File: src/rtl/tx_framer_if.sv
// Byte-side handshake and serial line bundle for tx_framer.
// master drives frame requests and payload bytes; slave is the framer itself.
interface tx_framer_if;
  logic       tx_start;
  logic [7:0] tx_data;
  logic       tx_valid;
  logic       tx_last;
  logic       tx_ready;
  logic       tx_abort;
  logic       txdata;
  logic       tx_busy;
  logic       tx_done;
  logic       tx_underrun;

  modport master (
    output tx_start, tx_data, tx_valid, tx_last, tx_abort,
    input  tx_ready, txdata, tx_busy, tx_done, tx_underrun
  );

  modport slave (
    input  tx_start, tx_data, tx_valid, tx_last, tx_abort,
    output tx_ready, txdata, tx_busy, tx_done, tx_underrun
  );
endinterface

File: src/rtl/tx_framer.sv
// HDLC-style serial transmit framer: opening flags, zero-stuffed LSB-first payload, CRC-16-CCITT FCS, closing flag, abort.
// Define TX_FLAG_IDLE_EN to fill the idle line with 0x7E flags and start frames on flag boundaries.
module tx_framer #(
  parameter int unsigned OPEN_FLAGS = 1
) (
  input  logic       netclk,
  input  logic       reset,
  tx_framer_if.slave bus
);

  localparam int unsigned BYTE_W = 8;
  localparam int unsigned CRC_W  = 16;
  localparam int unsigned CNT_W  = 4;
  localparam int unsigned ONES_W = 3;

  localparam logic [BYTE_W-1:0] FLAG     = 8'h7E;
  localparam logic [CRC_W-1:0]  CRC_INIT = 16'hFFFF;
  localparam logic [CRC_W-1:0]  CRC_POLY = 16'h1020;
  localparam logic [ONES_W-1:0] STUFF_AT = 3'd5;

  localparam logic [2:0] ST_IDLE  = 3'd0;
  localparam logic [2:0] ST_OPEN  = 3'd1;
  localparam logic [2:0] ST_DATA  = 3'd2;
  localparam logic [2:0] ST_FCS   = 3'd3;
  localparam logic [2:0] ST_CLOSE = 3'd4;
  localparam logic [2:0] ST_ABORT = 3'd5;

  logic [2:0]        state_q, state_d;
  logic [CNT_W-1:0]  cnt_q, cnt_d;
  logic [CNT_W-1:0]  flag_cnt_q, flag_cnt_d;
  logic [ONES_W-1:0] ones_q, ones_d;
  logic [CRC_W-1:0]  lfsr_q, lfsr_d;
  logic [BYTE_W-1:0] hold_q, hold_d;
  logic              hold_full_q, hold_full_d;
  logic              hold_last_q, hold_last_d;
  logic [BYTE_W-1:0] shift_q, shift_d;
  logic              shift_last_q, shift_last_d;
  logic              fcs_pad_q, fcs_pad_d;
  logic              txdata_q, txdata_d;
  logic              ready_q, ready_d;
  logic              busy_q, busy_d;
  logic              done_q, done_d;
  logic              underrun_q, underrun_d;
  logic              load;
`ifdef TX_FLAG_IDLE_EN
  logic              start_pend_q, start_pend_d;
`endif

  logic abort_c;
  logic accept_c;
  logic fcs_bit_c;

  // One payload bit through the CCITT lfsr (x^16 + x^12 + x^5 + 1)
  function automatic logic [CRC_W-1:0] crc_step(input logic [CRC_W-1:0] c, input logic d);
    logic fb;
    fb = d ^ c[CRC_W-1];
    return {c[CRC_W-2:0], fb} ^ (CRC_POLY & {CRC_W{fb}});
  endfunction

  function automatic logic in_tx(input logic [2:0] s);
    return (s == ST_OPEN) || (s == ST_DATA);
  endfunction

  assign abort_c   = bus.tx_abort && ((state_q == ST_OPEN) || (state_q == ST_DATA) ||
                                      (state_q == ST_FCS)  || (state_q == ST_CLOSE));
  assign accept_c  = bus.tx_valid && ready_q && !abort_c;
  assign fcs_bit_c = ~lfsr_q[4'd15 - cnt_q];

  always_comb begin
    state_d      = state_q;
    cnt_d        = cnt_q;
    flag_cnt_d   = flag_cnt_q;
    ones_d       = ones_q;
    lfsr_d       = lfsr_q;
    hold_d       = hold_q;
    hold_full_d  = hold_full_q;
    hold_last_d  = hold_last_q;
    shift_d      = shift_q;
    shift_last_d = shift_last_q;
    fcs_pad_d    = fcs_pad_q;
    txdata_d     = 1'b1;
    done_d       = 1'b0;
    underrun_d   = 1'b0;
    load         = 1'b0;
`ifdef TX_FLAG_IDLE_EN
    start_pend_d = 1'b0;
`endif

    case (state_q)
      ST_IDLE: begin
`ifdef TX_FLAG_IDLE_EN
        // Idle flags keep running; a pending start is taken at the flag boundary
        txdata_d     = FLAG[cnt_q[2:0]];
        cnt_d        = {1'b0, cnt_q[2:0] + 3'd1};
        start_pend_d = start_pend_q | bus.tx_start;
        if (cnt_q[2:0] == 3'd7 && start_pend_d) begin
          state_d      = ST_OPEN;
          cnt_d        = '0;
          flag_cnt_d   = '0;
          lfsr_d       = CRC_INIT;
          start_pend_d = 1'b0;
        end
`else
        if (bus.tx_start) begin
          state_d    = ST_OPEN;
          cnt_d      = '0;
          flag_cnt_d = '0;
          lfsr_d     = CRC_INIT;
        end
`endif
      end

      ST_OPEN: begin
        txdata_d = FLAG[cnt_q[2:0]];
        cnt_d    = cnt_q + 4'd1;
        if (cnt_q[2:0] == 3'd7) begin
          cnt_d = '0;
          if (flag_cnt_q == 4'(OPEN_FLAGS - 1)) begin
            if (hold_full_q) begin
              state_d = ST_DATA;
              ones_d  = '0;
              load    = 1'b1;
            end else begin
              state_d    = ST_ABORT;
              underrun_d = 1'b1;
            end
          end else begin
            flag_cnt_d = flag_cnt_q + 4'd1;
          end
        end
      end

      ST_DATA: begin
        if (ones_q == STUFF_AT) begin
          txdata_d = 1'b0;
          ones_d   = '0;
        end else begin
          txdata_d = shift_q[0];
          ones_d   = shift_q[0] ? ones_q + 3'd1 : 3'd0;
          lfsr_d   = crc_step(lfsr_q, shift_q[0]);
          shift_d  = {1'b0, shift_q[BYTE_W-1:1]};
          cnt_d    = cnt_q + 4'd1;
          if (cnt_q[2:0] == 3'd7) begin
            cnt_d = '0;
            if (shift_last_q) begin
              state_d   = ST_FCS;
              fcs_pad_d = 1'b0;
            end else if (hold_full_q) begin
              load = 1'b1;
            end else begin
              state_d    = ST_ABORT;
              underrun_d = 1'b1;
            end
          end
        end
      end

      ST_FCS: begin
        // A stuff bit owed after the last FCS bit is sent before the closing flag
        if (ones_q == STUFF_AT) begin
          txdata_d = 1'b0;
          ones_d   = '0;
          if (fcs_pad_q) begin
            state_d   = ST_CLOSE;
            cnt_d     = '0;
            fcs_pad_d = 1'b0;
          end
        end else begin
          txdata_d = fcs_bit_c;
          ones_d   = fcs_bit_c ? ones_q + 3'd1 : 3'd0;
          cnt_d    = cnt_q + 4'd1;
          if (cnt_q == 4'd15) begin
            cnt_d = '0;
            if (ones_d == STUFF_AT) fcs_pad_d = 1'b1;
            else                    state_d   = ST_CLOSE;
          end
        end
      end

      ST_CLOSE: begin
        txdata_d = FLAG[cnt_q[2:0]];
        cnt_d    = cnt_q + 4'd1;
        if (cnt_q[2:0] == 3'd7) begin
          cnt_d   = '0;
          state_d = ST_IDLE;
          done_d  = 1'b1;
        end
      end

      ST_ABORT: begin
        txdata_d    = 1'b1;
        hold_full_d = 1'b0;
        cnt_d       = cnt_q + 4'd1;
        if (cnt_q[2:0] == 3'd7) begin
          cnt_d   = '0;
          state_d = ST_IDLE;
        end
      end

      default: begin
        state_d = ST_IDLE;
        cnt_d   = '0;
      end
    endcase

    if (accept_c) begin
      hold_d      = bus.tx_data;
      hold_full_d = 1'b1;
      hold_last_d = bus.tx_last;
    end

    if (load) begin
      shift_d      = hold_q;
      shift_last_d = hold_last_q;
      hold_full_d  = 1'b0;
    end

    // Abort overrides everything, including a byte offered in the same cycle
    if (abort_c) begin
      state_d     = ST_ABORT;
      cnt_d       = '0;
      hold_full_d = 1'b0;
      done_d      = 1'b0;
      underrun_d  = 1'b0;
    end
  end

  assign ready_d = in_tx(state_q) && in_tx(state_d) && !hold_full_d;
  assign busy_d  = (state_d != ST_IDLE);

  always_ff @(posedge netclk or posedge reset) begin
    if (reset) begin
      state_q      <= ST_IDLE;
      cnt_q        <= '0;
      flag_cnt_q   <= '0;
      ones_q       <= '0;
      lfsr_q       <= CRC_INIT;
      hold_q       <= '0;
      hold_full_q  <= 1'b0;
      hold_last_q  <= 1'b0;
      shift_q      <= '0;
      shift_last_q <= 1'b0;
      fcs_pad_q    <= 1'b0;
      txdata_q     <= 1'b1;
      ready_q      <= 1'b0;
      busy_q       <= 1'b0;
      done_q       <= 1'b0;
      underrun_q   <= 1'b0;
`ifdef TX_FLAG_IDLE_EN
      start_pend_q <= 1'b0;
`endif
    end else begin
      state_q      <= state_d;
      cnt_q        <= cnt_d;
      flag_cnt_q   <= flag_cnt_d;
      ones_q       <= ones_d;
      lfsr_q       <= lfsr_d;
      hold_q       <= hold_d;
      hold_full_q  <= hold_full_d;
      hold_last_q  <= hold_last_d;
      shift_q      <= shift_d;
      shift_last_q <= shift_last_d;
      fcs_pad_q    <= fcs_pad_d;
      txdata_q     <= txdata_d;
      ready_q      <= ready_d;
      busy_q       <= busy_d;
      done_q       <= done_d;
      underrun_q   <= underrun_d;
`ifdef TX_FLAG_IDLE_EN
      start_pend_q <= start_pend_d;
`endif
    end
  end

  assign bus.txdata      = txdata_q;
  assign bus.tx_ready    = ready_q;
  assign bus.tx_busy     = busy_q;
  assign bus.tx_done     = done_q;
  assign bus.tx_underrun = underrun_q;

endmodule
File: src/flat_wrapper.sv
// flat-port wrapper written by rule: the top's interface ports become plain ports
module tx_framer_flat 
#(
  parameter int unsigned OPEN_FLAGS = 1
)
  (netclk, reset, bus_tx_start, bus_tx_data, bus_tx_valid, bus_tx_last, bus_tx_abort, bus_tx_ready, bus_txdata, bus_tx_busy, bus_tx_done, bus_tx_underrun);
  tx_framer_if bus_i ();
  input  logic netclk;
  input  logic reset;
  input wire logic [$bits(bus_i.tx_start)-1:0] bus_tx_start;
  input wire logic [$bits(bus_i.tx_data)-1:0] bus_tx_data;
  input wire logic [$bits(bus_i.tx_valid)-1:0] bus_tx_valid;
  input wire logic [$bits(bus_i.tx_last)-1:0] bus_tx_last;
  input wire logic [$bits(bus_i.tx_abort)-1:0] bus_tx_abort;
  output wire logic [$bits(bus_i.tx_ready)-1:0] bus_tx_ready;
  output wire logic [$bits(bus_i.txdata)-1:0] bus_txdata;
  output wire logic [$bits(bus_i.tx_busy)-1:0] bus_tx_busy;
  output wire logic [$bits(bus_i.tx_done)-1:0] bus_tx_done;
  output wire logic [$bits(bus_i.tx_underrun)-1:0] bus_tx_underrun;
  assign bus_i.tx_start = bus_tx_start;
  assign bus_i.tx_data = bus_tx_data;
  assign bus_i.tx_valid = bus_tx_valid;
  assign bus_i.tx_last = bus_tx_last;
  assign bus_i.tx_abort = bus_tx_abort;
  assign bus_tx_ready = bus_i.tx_ready;
  assign bus_txdata = bus_i.txdata;
  assign bus_tx_busy = bus_i.tx_busy;
  assign bus_tx_done = bus_i.tx_done;
  assign bus_tx_underrun = bus_i.tx_underrun;
  tx_framer #(.OPEN_FLAGS(OPEN_FLAGS)) u_core (.netclk(netclk), .reset(reset), .bus(bus_i));
endmodule
File: config.mk
export PLATFORM = sky130hd
export DESIGN_NAME = tx_framer_flat
export DESIGN_NICKNAME = d
export VERILOG_FILES = /design/src/rtl/tx_framer_if.sv /design/src/rtl/tx_framer.sv /design/src/flat_wrapper.sv
export SDC_FILE = /design/constraint.sdc
export NUM_CORES = 1
export LEC_CHECK = 0
export BUFFER_PORTS_ARGS = -buffer_cell sky130_fd_sc_hd__buf_4
export CORE_MARGIN = 2
export CORE_UTILIZATION = 45
export CTS_CLUSTER_DIAMETER = 120
export CTS_CLUSTER_SIZE = 25
export DETAILED_ROUTE_END_ITERATION = 6
export GPL_TIMING_DRIVEN = 1
export HOLD_SLACK_MARGIN = 0.03
export PLACE_DENSITY_LB_ADDON = 0.08
export SLEW_MARGIN = 20
export SYNTH_ARGS = -nofsm -noshare
export SYNTH_HDL_FRONTEND = slang
export SYNTH_SLANG_ARGS = --single-unit
export TNS_END_PERCENT = 5
File: constraint.sdc
create_clock -name netclk -period 3.1 [get_ports netclk]
set_input_delay 0.62 -clock netclk [delete_from_list [all_inputs] [get_ports netclk]]
set_output_delay 0.62 -clock netclk [all_outputs]
set_load 0.005 [all_outputs]
==> summary.md, run 1 <==
| Metric | Value |
|---|---|
| Crit path kind | register to register |
| Die X | 86.8 um |
| Fillcell total | 617 |
| Dominant cells by area after synthesis | dfrtp_1 (31%), dfstp_2 (14%), nor2_1 (5.6%) |
| DP HPWL | 4710 um |
| CTS tree | built |
| Power Density | 606 mW/mm^2 |
| Syn avg cell area | 9.59 sq um |
| Worst-path clk slew | 100 ps |
| Relative slew slack | 53.8% |
| Worst Hold Class | input pin to asynchronous set/reset pin |
| Synthesis-stage register bit count | 55 |
| Vias/cell | 5.45 |
| Area grow syn2layout | 8.39% |
| Share of layout cells above drive strength 1 | 21.5% |
| DIE AREA | 0.00754 sq mm |
| Multi-input logic area | 0.00152 sq mm |
| Syn Nets | 343 |
| Post-synthesis sequential area ratio | 45.3% |
| Hold slack | 391 ps |
| Status | complete, no violations |
| Fraction of registers with async set/reset | 100% |
| Sequential fraction of design power | 50.7% |
| Commonest non-fill, non-tap cell in the layout | nor2_1 |
| PnR Total Power | 2030 uW |
| Leak Pwr | 0.00147 uW |
| Max-slew violation count | 0 |
| Setup violators final | 0 |
| Global Route Usage Sum | 19.0% |
| Period utilization | 79.5% |
| Worst VDD drop | 241 uV |
| N_diodes | 0 |
| Post-layout util | 49.8% |
| DIE HEIGHT | 86.8 um |
| Post-synthesis cell type count | 55 |
| Hold violation count in the final report | 0 |
| CTS Hold Bufs | 0 |
| Placer Congestion | 0.849 |
| DRC | 0 |
| Clk buf depth | 2 |
| DRT iter0 DRCs | 107 |
| Synth Instances | 322 |
| Final nets | 351 |
| Combinational group share of total power | 29.9% |
| Reg area | 0.00140 sq mm |
| Cell taking the most area after synthesis | dfrtp_1 |
| CORE AREA | 0.00672 sq mm |
| Ys flop type | dfrtp_1 |
| CP Capture Type | register |
| Max FO, Critical Path | 12 |
| Arr. time, crit path | 2660 ps |
| Critical-path cell list | ha_1 > ha_1 > a21bo_2 > o32ai_4 > nand2_4 > mux2i_1 > a21oi_1 |
| Yosys Warn Count | 0 |
| Worst Path Buf+Inv | 0 |
| Mapped Area | 0.00309 sq mm |
| Largest net degree at the start of global routing | 31 |
| CP max stage cell | dfrtp_1 |
| TritonRoute pass-1 iters | 4 |
| H-tree lvl count | 2 |
| Internal power | 1320 uW |
| Worst-margin pin slew | 692 ps |
| RSZ-0062 raised after global routing | false |
| Routed wire length | 6450 um |
| CP top delay family | compound AO/OA/AOI/OAI gates |
| Clk sinks | 55 |
| Yosys top cell area share | 30.8% |
| CTS buffer count | 5 |
| Antenna violations before repair | 0 |
| Latest clock arrival within the worst-skew pair | 310 ps |
| Peak Freq | 0.406 GHz |
| Site Rows | 30 |
| I/O pin total | 19 |
| Post-CTS Repair Setup Buffers | 0 |
| Most frequent cells in the layout | nor2_1 (46), dfrtp_1 (38), nand2_1 (29), a21oi_1 (27), buf_4 (23) |
| Switching Fraction | 35.0% |
| First-pass GRT wire length | 11300 um |
| Data required time at the worst endpoint | 3300 ps |
| Fin cells | 411 |
| Power share of the clock group | 19.4% |
| Routed wire per std cell | 15.7 um |
| Cell mode on critical path | ha_1 |
| Max Clock Skew | 8.15 ps |
| GRT overflow | 0 |
| Startpoint Class | register |
| CP peak stage delay | 550 ps |
| Root buf cell | clkbuf_8 |
| Initial Util | 45.9% |
| Final ANT Viol Nets | 0 |
| IO Port Bufs | 18 |
| Final setup TNS | 0 ps |
| Placed cells | 403 |
| Resize count post-CTS | 0 |
| Crit path time final | 2460 ps |
| Number of global-route vias before repair | 2227 |
| Vias | 2242 |
| Max cap viols | 0 |
| Switching pwr | 710 uW |
| Post-synth EDFFs | 0 |
[worst register-to-register path: cells and delay by family, from the launching register on]
family / cells / cell delay [ps]
AND/OR/NAND/NOR: 1 / 190
adder cells (fa/ha/maj): 2 / 700
multiplexers: 1 / 190
AO/OA/AOI/OAI: 3 / 730
flip-flops: 1 / 550
[final timing paths]
check / from / endpoint / slack [ps] / cells after the start
max: u_core.cnt_q[1] / u_core.shift_q[5] / 640 / 7
min: reset / u_core.hold_q[1] / 390 / 2
max reg2reg: u_core.cnt_q[1] / u_core.shift_q[5] / 640 / 7
min reg2reg: u_core.lfsr_q[0] / u_core.lfsr_q[0] / 510 / 2
max in group asynchronous: reset / u_core.bus.txdata / 2070 / 3
min in group netclk: u_core.lfsr_q[0] / u_core.lfsr_q[0] / 510 / 2
[layer usage]
layer | vias to the layer above | GRT usage (%) | share of wire [%]
li1 | 1135 | - | -
met1 | 1048 | 28.8 | 51
met2 | 45 | 27.2 | 43
met3 | 14 | 3.14 | 3.4
met4 | 0 | 6.68 | 2.4
met5 | - | 0 | 0
[area by class of cell]
type | count | share of cell area (%)
multi-input cells | 232 | 45.5
repair buffers | 24 | 5.76
flip-flops and latches | 55 | 41.8
well taps | 80 | 2.99
clock buffers | 5 | 2.06
inverters | 12 | 1.35
clock inverters | 3 | 0.598
[stage by stage]
step / cell area, sq um / worst slack, ps
floorplan: 3090 / 1170
global placement: 3260 / 724
detailed placement: 3260 / 643
CTS: 3350 / 645
global route: 3350 / 361
finish: 3350 / 637
[kinds of logic (layout without fill, tap and decap cells)]
group,count (synthesis),count (layout),share of synthesized area (%)
simple gates,121,121,19.1
xor+xnor,7,7,1.99
buf+inv,35,44,5.43
compound gates,71,71,15.4
fa+ha+maj,7,7,2.84
flops,55,55,45.3
mux,26,26,10.1
[Yosys cell counts (all sizes together), types with 5 or more instances]
master / n
clkbuf: 7
mux2i: 13
nand2: 30
buf: 16
o21ai: 11
nand3: 9
dfrtp: 38
dfstp: 17
o31ai: 5
ha: 7
nor3: 9
a21oi: 27
a21o: 5
inv: 12
nor2: 48
mux2: 10
[registers in the layout, summed over array words and instances (netlist names)]
signal	flops
u_core.flag_cnt_q	4
u_core.fcs_pad_q	1
u_core.shift_q	8
u_core.lfsr_q	16
u_core.bus.tx_done	1
u_core.bus.tx_busy	1
u_core.hold_full_q	1
u_core.bus.tx_ready	1
u_core.hold_last_q	1
u_core.bus.txdata	1
u_core.ones_q	3
u_core.shift_last_q	1
u_core.cnt_q	4
u_core.state_q	3
u_core.hold_q	8
u_core.bus.tx_underrun	1
[power groups by stage]
stage | logic, uW | clock network [uW] | registers [uW]
2_1_floorplan | 585 | 0 | 932
3_3_place_gp | 603 | 0 | 1040
3_5_place_dp | 607 | 0 | 1040
4_1_cts | 609 | 415 | 1030
5_1_grt | 697 | 436 | 1060
6_report | 606 | 393 | 1030
No activity file was read; power rests on OpenSTA's default activity.
==> run 2, diff against run 1 <==
Clock period 3.1 ns to 2.55 ns, I/O delays scaled along.
==> summary.md, run 2 (same netlist as run 1, synthesis figures left out) <==
| Metric | Value |
|---|---|
| Status | complete, no violations |
| Biggest register | u_core.lfsr_q |
| Max-slew violation count | 0 (unchanged) |
| Largest net degree at the start of global routing | 30 (-3.2%) |
| Combinational group share of total power | 31.5% (+1.6 points) |
| Worst Hold Class | input pin to asynchronous set/reset pin |
| DRT iter0 DRCs | 157 (+47%) |
| Switching pwr | 882 uW (+24%) |
| CP max stage cell | dfrtp_1 |
| Worst-path clk slew | 100 ps (about the same) |
| Root buf cell | clkbuf_8 |
| Initial Util | 45.9% (unchanged) |
| Internal power | 1740 uW (+32%) |
| IO Port Bufs | 18 (unchanged) |
| Routed wire per std cell | 15.5 um (-1.3%) |
| Share of layout cells above drive strength 1 | 22.8% (+1.4 points) |
| Vias/cell | 5.52 (+1.2%) |
| DP HPWL | 4700 um (-0.13%) |
| Data required time at the worst endpoint | 2750 ps (-550 ps) |
| CP peak stage delay | 520 ps (-30 ps) |
| Worst Reg-to-Reg Cells | 7 (unchanged) |
| Largest register FFs | 16 (unchanged) |
| Fillcell total | 624 (+1.1%) |
| Worst-margin pin slew | 586 ps (-105 ps) |
| Site Rows | 30 (unchanged) |
| Leak Pwr | 0.00152 uW (+3.4%) |
| Antenna violations before repair | 0 (unchanged) |
| Critical-path cell list | ha_1 > ha_1 > a21bo_2 > o32ai_4 > nand2_4 > mux2i_1 > a21oi_1 |
| Crit path kind | register to register |
| Latest clock arrival within the worst-skew pair | 320 ps (about the same) |
| Switching Fraction | 33.7% (-1.3 points) |
| Multi-input logic area | 0.00152 sq mm (unchanged) |
| PnR Total Power | 2620 uW (+29%) |
| First-pass GRT wire length | 10900 um (-3.4%) |
| Area grow syn2layout | 10.6% |
| CP Capture Type | register |
| GRT overflow | 0 (unchanged) |
| RSZ-0062 raised after global routing | false |
| Relative slew slack | 60.8% (+7.1 points) |
| Max Clock Skew | 14.7 ps (+6.56 ps) |
| Period utilization | 85.6% (+6.2 points) |
| Power Density | 767 mW/mm^2 (+27%) |
| Power share of the clock group | 22.6% (+3.2 points) |
| Setup WS post-layout | 367 ps (-270 ps) |
| Number of global-route vias before repair | 2200 (-1.2%) |
| Arr. time, crit path | 2390 ps (-270 ps) |
| Resize count post-CTS | 0 (unchanged) |
| Worst VDD drop | 286 uV (+18%) |
| Final ANT Viol Nets | 0 (unchanged) |
| Post-CTS Repair Setup Buffers | 0 (unchanged) |
| Sequential fraction of design power | 45.9% (-4.8 points) |
| Final setup TNS | 0 ps (unchanged) |
| DRC | 0 (unchanged) |
| CTS tree | built |
| Post-place setup slack | 371 ps (-272 ps) |
| Most frequent cells in the layout | nor2_1 (46), dfrtp_1 (38), nand2_1 (29), buf_4 (29), a21oi_1 (27) |
| Startpoint Class | register |
| Cell mode on critical path | ha_1 |
| Max cap viols | 0 (unchanged) |
| I/O pin total | 19 (unchanged) |
| H-tree lvl count | 2 (unchanged) |
| Vias | 2303 (+2.7%) |
| DIE HEIGHT | 86.8 um (unchanged) |
| Clk sinks | 55 (unchanged) |
| Final nets | 357 (+1.7%) |
| Placer Congestion | 0.840 (-1.1%) |
| Max FO, Critical Path | 9 (-3) |
| Routed wire length | 6460 um (about the same) |
| Hold violation count in the final report | 0 (unchanged) |
| Clk buf depth | 2 (unchanged) |
| CORE AREA | 0.00672 sq mm (unchanged) |
| Setup violators final | 0 (unchanged) |
| Flop2flop setup slack | 370 ps (-270 ps) |
| CTS buffer count | 5 (unchanged) |
| Die X | 86.8 um (unchanged) |
| Post-layout util | 50.8% (+1.0 points) |
| Crit path time final | 2180 ps (-280 ps) |
| Global Route Usage Sum | 18.5% (-0.53 points) |
| Commonest non-fill, non-tap cell in the layout | nor2_1 |
| Peak Freq | 0.458 GHz (+13%) |
| Largest registers | u_core.lfsr_q: 16 flops, u_core.hold_q: 8 flops, u_core.shift_q: 8 flops |
| TritonRoute pass-1 iters | 4 (unchanged) |
| DIE AREA | 0.00754 sq mm (unchanged) |
| N_diodes | 0 (unchanged) |
| CTS Hold Bufs | 0 (unchanged) |
| Reg area | 0.00140 sq mm (unchanged) |
==> run 2: cell types whose count changed in the layout (fill, tap and decap cells not counted) <==
cell	change
bufinv_16	+1
clkinv_4	+1
buf_4	+6
clkinvlp_4	-2
==> run 2: path summary, 6_finish.rpt <==
kind,endpoint,from
max in group asynchronous,u_core.hold_q[7],reset
min,u_core.cnt_q[2],reset
min reg2reg,u_core.lfsr_q[1],u_core.lfsr_q[0]
max,u_core.shift_q[0],u_core.cnt_q[1]
max reg2reg,u_core.shift_q[0],u_core.cnt_q[1]
min in group netclk,u_core.hold_last_q,bus_tx_last
==> run 2: through the flow <==
| stage | instance area (sq um) | hold slack (ps) | std cells |
|---|---|---|---|
| 2_1_floorplan | 3090 | 459 | 322 |
| 3_3_place_gp | 3300 | 486 | 409 |
| 3_5_place_dp | 3300 | 493 | 409 |
| 4_1_cts | 3410 | 267 | 417 |
| 5_1_grt | 3410 | 273 | 417 |
| 6_report | 3410 | 254 | 417 |
==> run 2: power groups by stage <==
stage,clock (uW),sequential (uW),combinational [uW]
4_1_cts,614,1200,835
6_report,592,1200,824
5_1_grt,652,1230,936
3_5_place_dp,0,1220,831
3_3_place_gp,0,1220,818
2_1_floorplan,0,1130,712
==> run 2: area by class of cell <==
cell class	count	area share (%)
multi-input cells	232	44.6
flip-flops and latches	55	40.9
repair buffers	30	6.96
well taps	80	2.93
clock buffers	5	2.02
inverters	12	1.32
clock inverters	3	1.28
==> run 2: worst max-delay path: cells and delay by family, from the launching register on <==
| kind | cells | cell delay [ps] |
|---|---|---|
| AO/OA/AOI/OAI | 3 | 690 |
| adder cells (fa/ha/maj) | 2 | 500 |
| flip-flops | 1 | 520 |
| multiplexers | 1 | 190 |
| AND/OR/NAND/NOR | 1 | 180 |
==> run 2: metal layers <==
metal	up-vias	global-route usage, %	routed length (um)
met5	-	0	0
met4	0	6.53	102
met3	10	2.95	239
met2	42	26.4	2840
met1	1099	28.1	3270
li1	1152	-	-
==> run 3, diff against run 2 <==
Settings changed: REMOVE_ABC_BUFFERS from default to 1.
==> summary.md, run 3 (same netlist as run 1, synthesis figures left out) <==
| Metric | Value |
|---|---|
| Worst-margin pin slew | 717 ps (+131 ps) |
| Hold slack | 308 ps (+53.4 ps) |
| Number of global-route vias before repair | 2272 (+3.3%) |
| Final nets | 359 (+0.56%) |
| Biggest register | u_core.lfsr_q |
| Root buf cell | clkbuf_8 |
| Worst Reg-to-Reg Cells | 7 (unchanged) |
| DIE HEIGHT | 86.8 um (unchanged) |
| First-pass GRT wire length | 11600 um (+6.0%) |
| Leak Pwr | 0.00152 uW (-0.29%) |
| CORE AREA | 0.00672 sq mm (unchanged) |
| N_diodes | 0 (unchanged) |
| CTS buffer count | 5 (unchanged) |
| I/O pin total | 19 (unchanged) |
| DRT iter0 DRCs | 132 (-16%) |
| Setup violators final | 0 (unchanged) |
| CP top delay family | compound AO/OA/AOI/OAI gates |
| Flop2flop setup slack | 270 ps (-100 ps) |
| Max FO, Critical Path | 6 (-3) |
| Crit path time final | 2280 ps (+97.9 ps) |
| Initial Util | 45.9% (unchanged) |
| CP Capture Type | register |
| Area grow syn2layout | 10.0% |
| Worst reg2reg path startpoint | u_core.cnt_q[0] |
| Clk buf depth | 2 (unchanged) |
| Antenna violations before repair | 0 (unchanged) |
| Max cap viols | 0 (unchanged) |
| H-tree lvl count | 2 (unchanged) |
| Arr. time, crit path | 2450 ps (+60 ps) |
| TritonRoute pass-1 iters | 4 (unchanged) |
| GRT overflow | 0 (unchanged) |
| Placed cells | 411 (+0.49%) |
| Worst-path clk slew | 110 ps (about the same) |
| Power Density | 751 mW/mm^2 (-2.0%) |
| Crit path kind | register to register |
| Share of layout cells above drive strength 1 | 23.3% (+0.46 points) |
| Data required time at the worst endpoint | 2720 ps (-30 ps) |
| CTS Hold Bufs | 0 (unchanged) |
| Global Route Usage Sum | 19.6% (+1.1 points) |
| Latest clock arrival within the worst-skew pair | 320 ps (about the same) |
| Cell mode on critical path | ha_1 |
| Site Rows | 30 (unchanged) |
| CTS tree | built |
| Largest registers | u_core.lfsr_q: 16 flops, u_core.hold_q: 8 flops, u_core.shift_q: 8 flops |
| Crit path from | u_core.cnt_q[0] |
| Max Clock Skew | 17.6 ps (+2.94 ps) |
| Worst Hold Class | input pin to asynchronous set/reset pin |
| Clk sinks | 55 (unchanged) |
| Startpoint Class | register |
| CP peak stage delay | 390 ps (-130 ps) |
| RSZ-0062 raised after global routing | false |
| Routed wire length | 6710 um (+3.9%) |
| Status | complete, no violations |
| Final ANT Viol Nets | 0 (unchanged) |
| IO Port Bufs | 18 (unchanged) |
| Vias/cell | 5.58 (+0.99%) |
| Die X | 86.8 um (unchanged) |
| Critical-path cell list | ha_1 > ha_1 > nand4bb_1 > o32ai_4 > a221o_1 > a21oi_1 > o2111ai_1 |
| DRC | 0 (unchanged) |
| Resize count post-CTS | 0 (unchanged) |
| Worst VDD drop | 288 uV (+0.70%) |
| CP max stage cell | dfrtp_1 |
| Hold violation count in the final report | 0 (unchanged) |
| Post-CTS Repair Setup Buffers | 0 (unchanged) |
| Peak Freq | 0.438 GHz (-4.3%) |
| FF-to-FF End | u_core.bus.tx_busy |
| Routed wire per std cell | 16.0 um (+3.4%) |
| Final setup TNS | 0 ps (unchanged) |
| Period utilization | 89.5% (+3.8 points) |
| Commonest non-fill, non-tap cell in the layout | nor2_1 |
| Relative slew slack | 52.1% (-8.7 points) |
| Crit path to | u_core.bus.tx_busy |
| DIE AREA | 0.00754 sq mm (unchanged) |
| Worst Path Buf+Inv | 0 (unchanged) |
| Max-slew violation count | 0 (unchanged) |
| Critical Path Stages | 7 (unchanged) |
| Most frequent cells in the layout | nor2_1 (46), dfrtp_1 (38), buf_4 (32), nand2_1 (29), a21oi_1 (27) |
| Largest register FFs | 16 (unchanged) |
| Vias | 2337 (+1.5%) |
| DP HPWL | 4840 um (+2.9%) |
| Fin cells | 419 (+0.48%) |
| Largest net degree at the start of global routing | 35 (+17%) |
| Placer Congestion | 0.839 (about the same) |
==> run 3: worst min-delay path by stage <==
stage                       start            endpoint  cells after the start
4_1_cts                     reset    u_core.hold_q[0]                      2
2_1_floorplan  u_core.hold_last_q  u_core.hold_last_q                      1
3_3_place_gp     u_core.hold_q[7]    u_core.hold_q[7]                      1
6_report                    reset    u_core.hold_q[1]                      2
5_1_grt                     reset   u_core.shift_q[3]                      2
3_5_place_dp   u_core.hold_last_q  u_core.hold_last_q                      1
==> run 3: routing by layer <==
layer,wire (um),vias to the layer above,track usage [%]
met5,0,-,0
li1,-,1160,-
met2,3000,48,28.3
met3,194,9,3.33
met4,114,0,6.53
met1,3400,1120,29.5
==> run 3: worst reg2reg max path, stage by stage, from the launching register on <==
cell,delay (ps)
dfrtp_1,390
ha_1,240
ha_1,250
nand4bb_1,240
o32ai_4,170
a221o_1,380
a21oi_1,250
o2111ai_1,210
==> run 3: area by class of cell <==
class	count	area [sq um]
Clock buffer	5	68.8
Clock inverter	3	22.5
Fill cell	626	3320
Inverter	12	45.0
Multi-Input combinational cell	232	1520
Sequential cell	55	1400
Tap cell	80	100
Timing Repair Buffer	32	240
==> run 3: per-stage QoR <==
stage	instance area (sq um)	util [%]	power, uW	worst slack [ps]
2_1_floorplan	2960	-	1770	364
4_1_cts	3400	50.5	2570	350
6_report	3400	50.5	2550	269
5_1_grt	3400	50.5	2730	220
3_3_place_gp	3300	49.2	2050	322
3_5_place_dp	3300	49.2	2060	354
==> run 3: report_power, final <==
group	total (uW)	internal, uW	switching [uW]
registers	1160	1040	116
clock network	507	198	310
logic	886	407	478
total	2550	1650	904
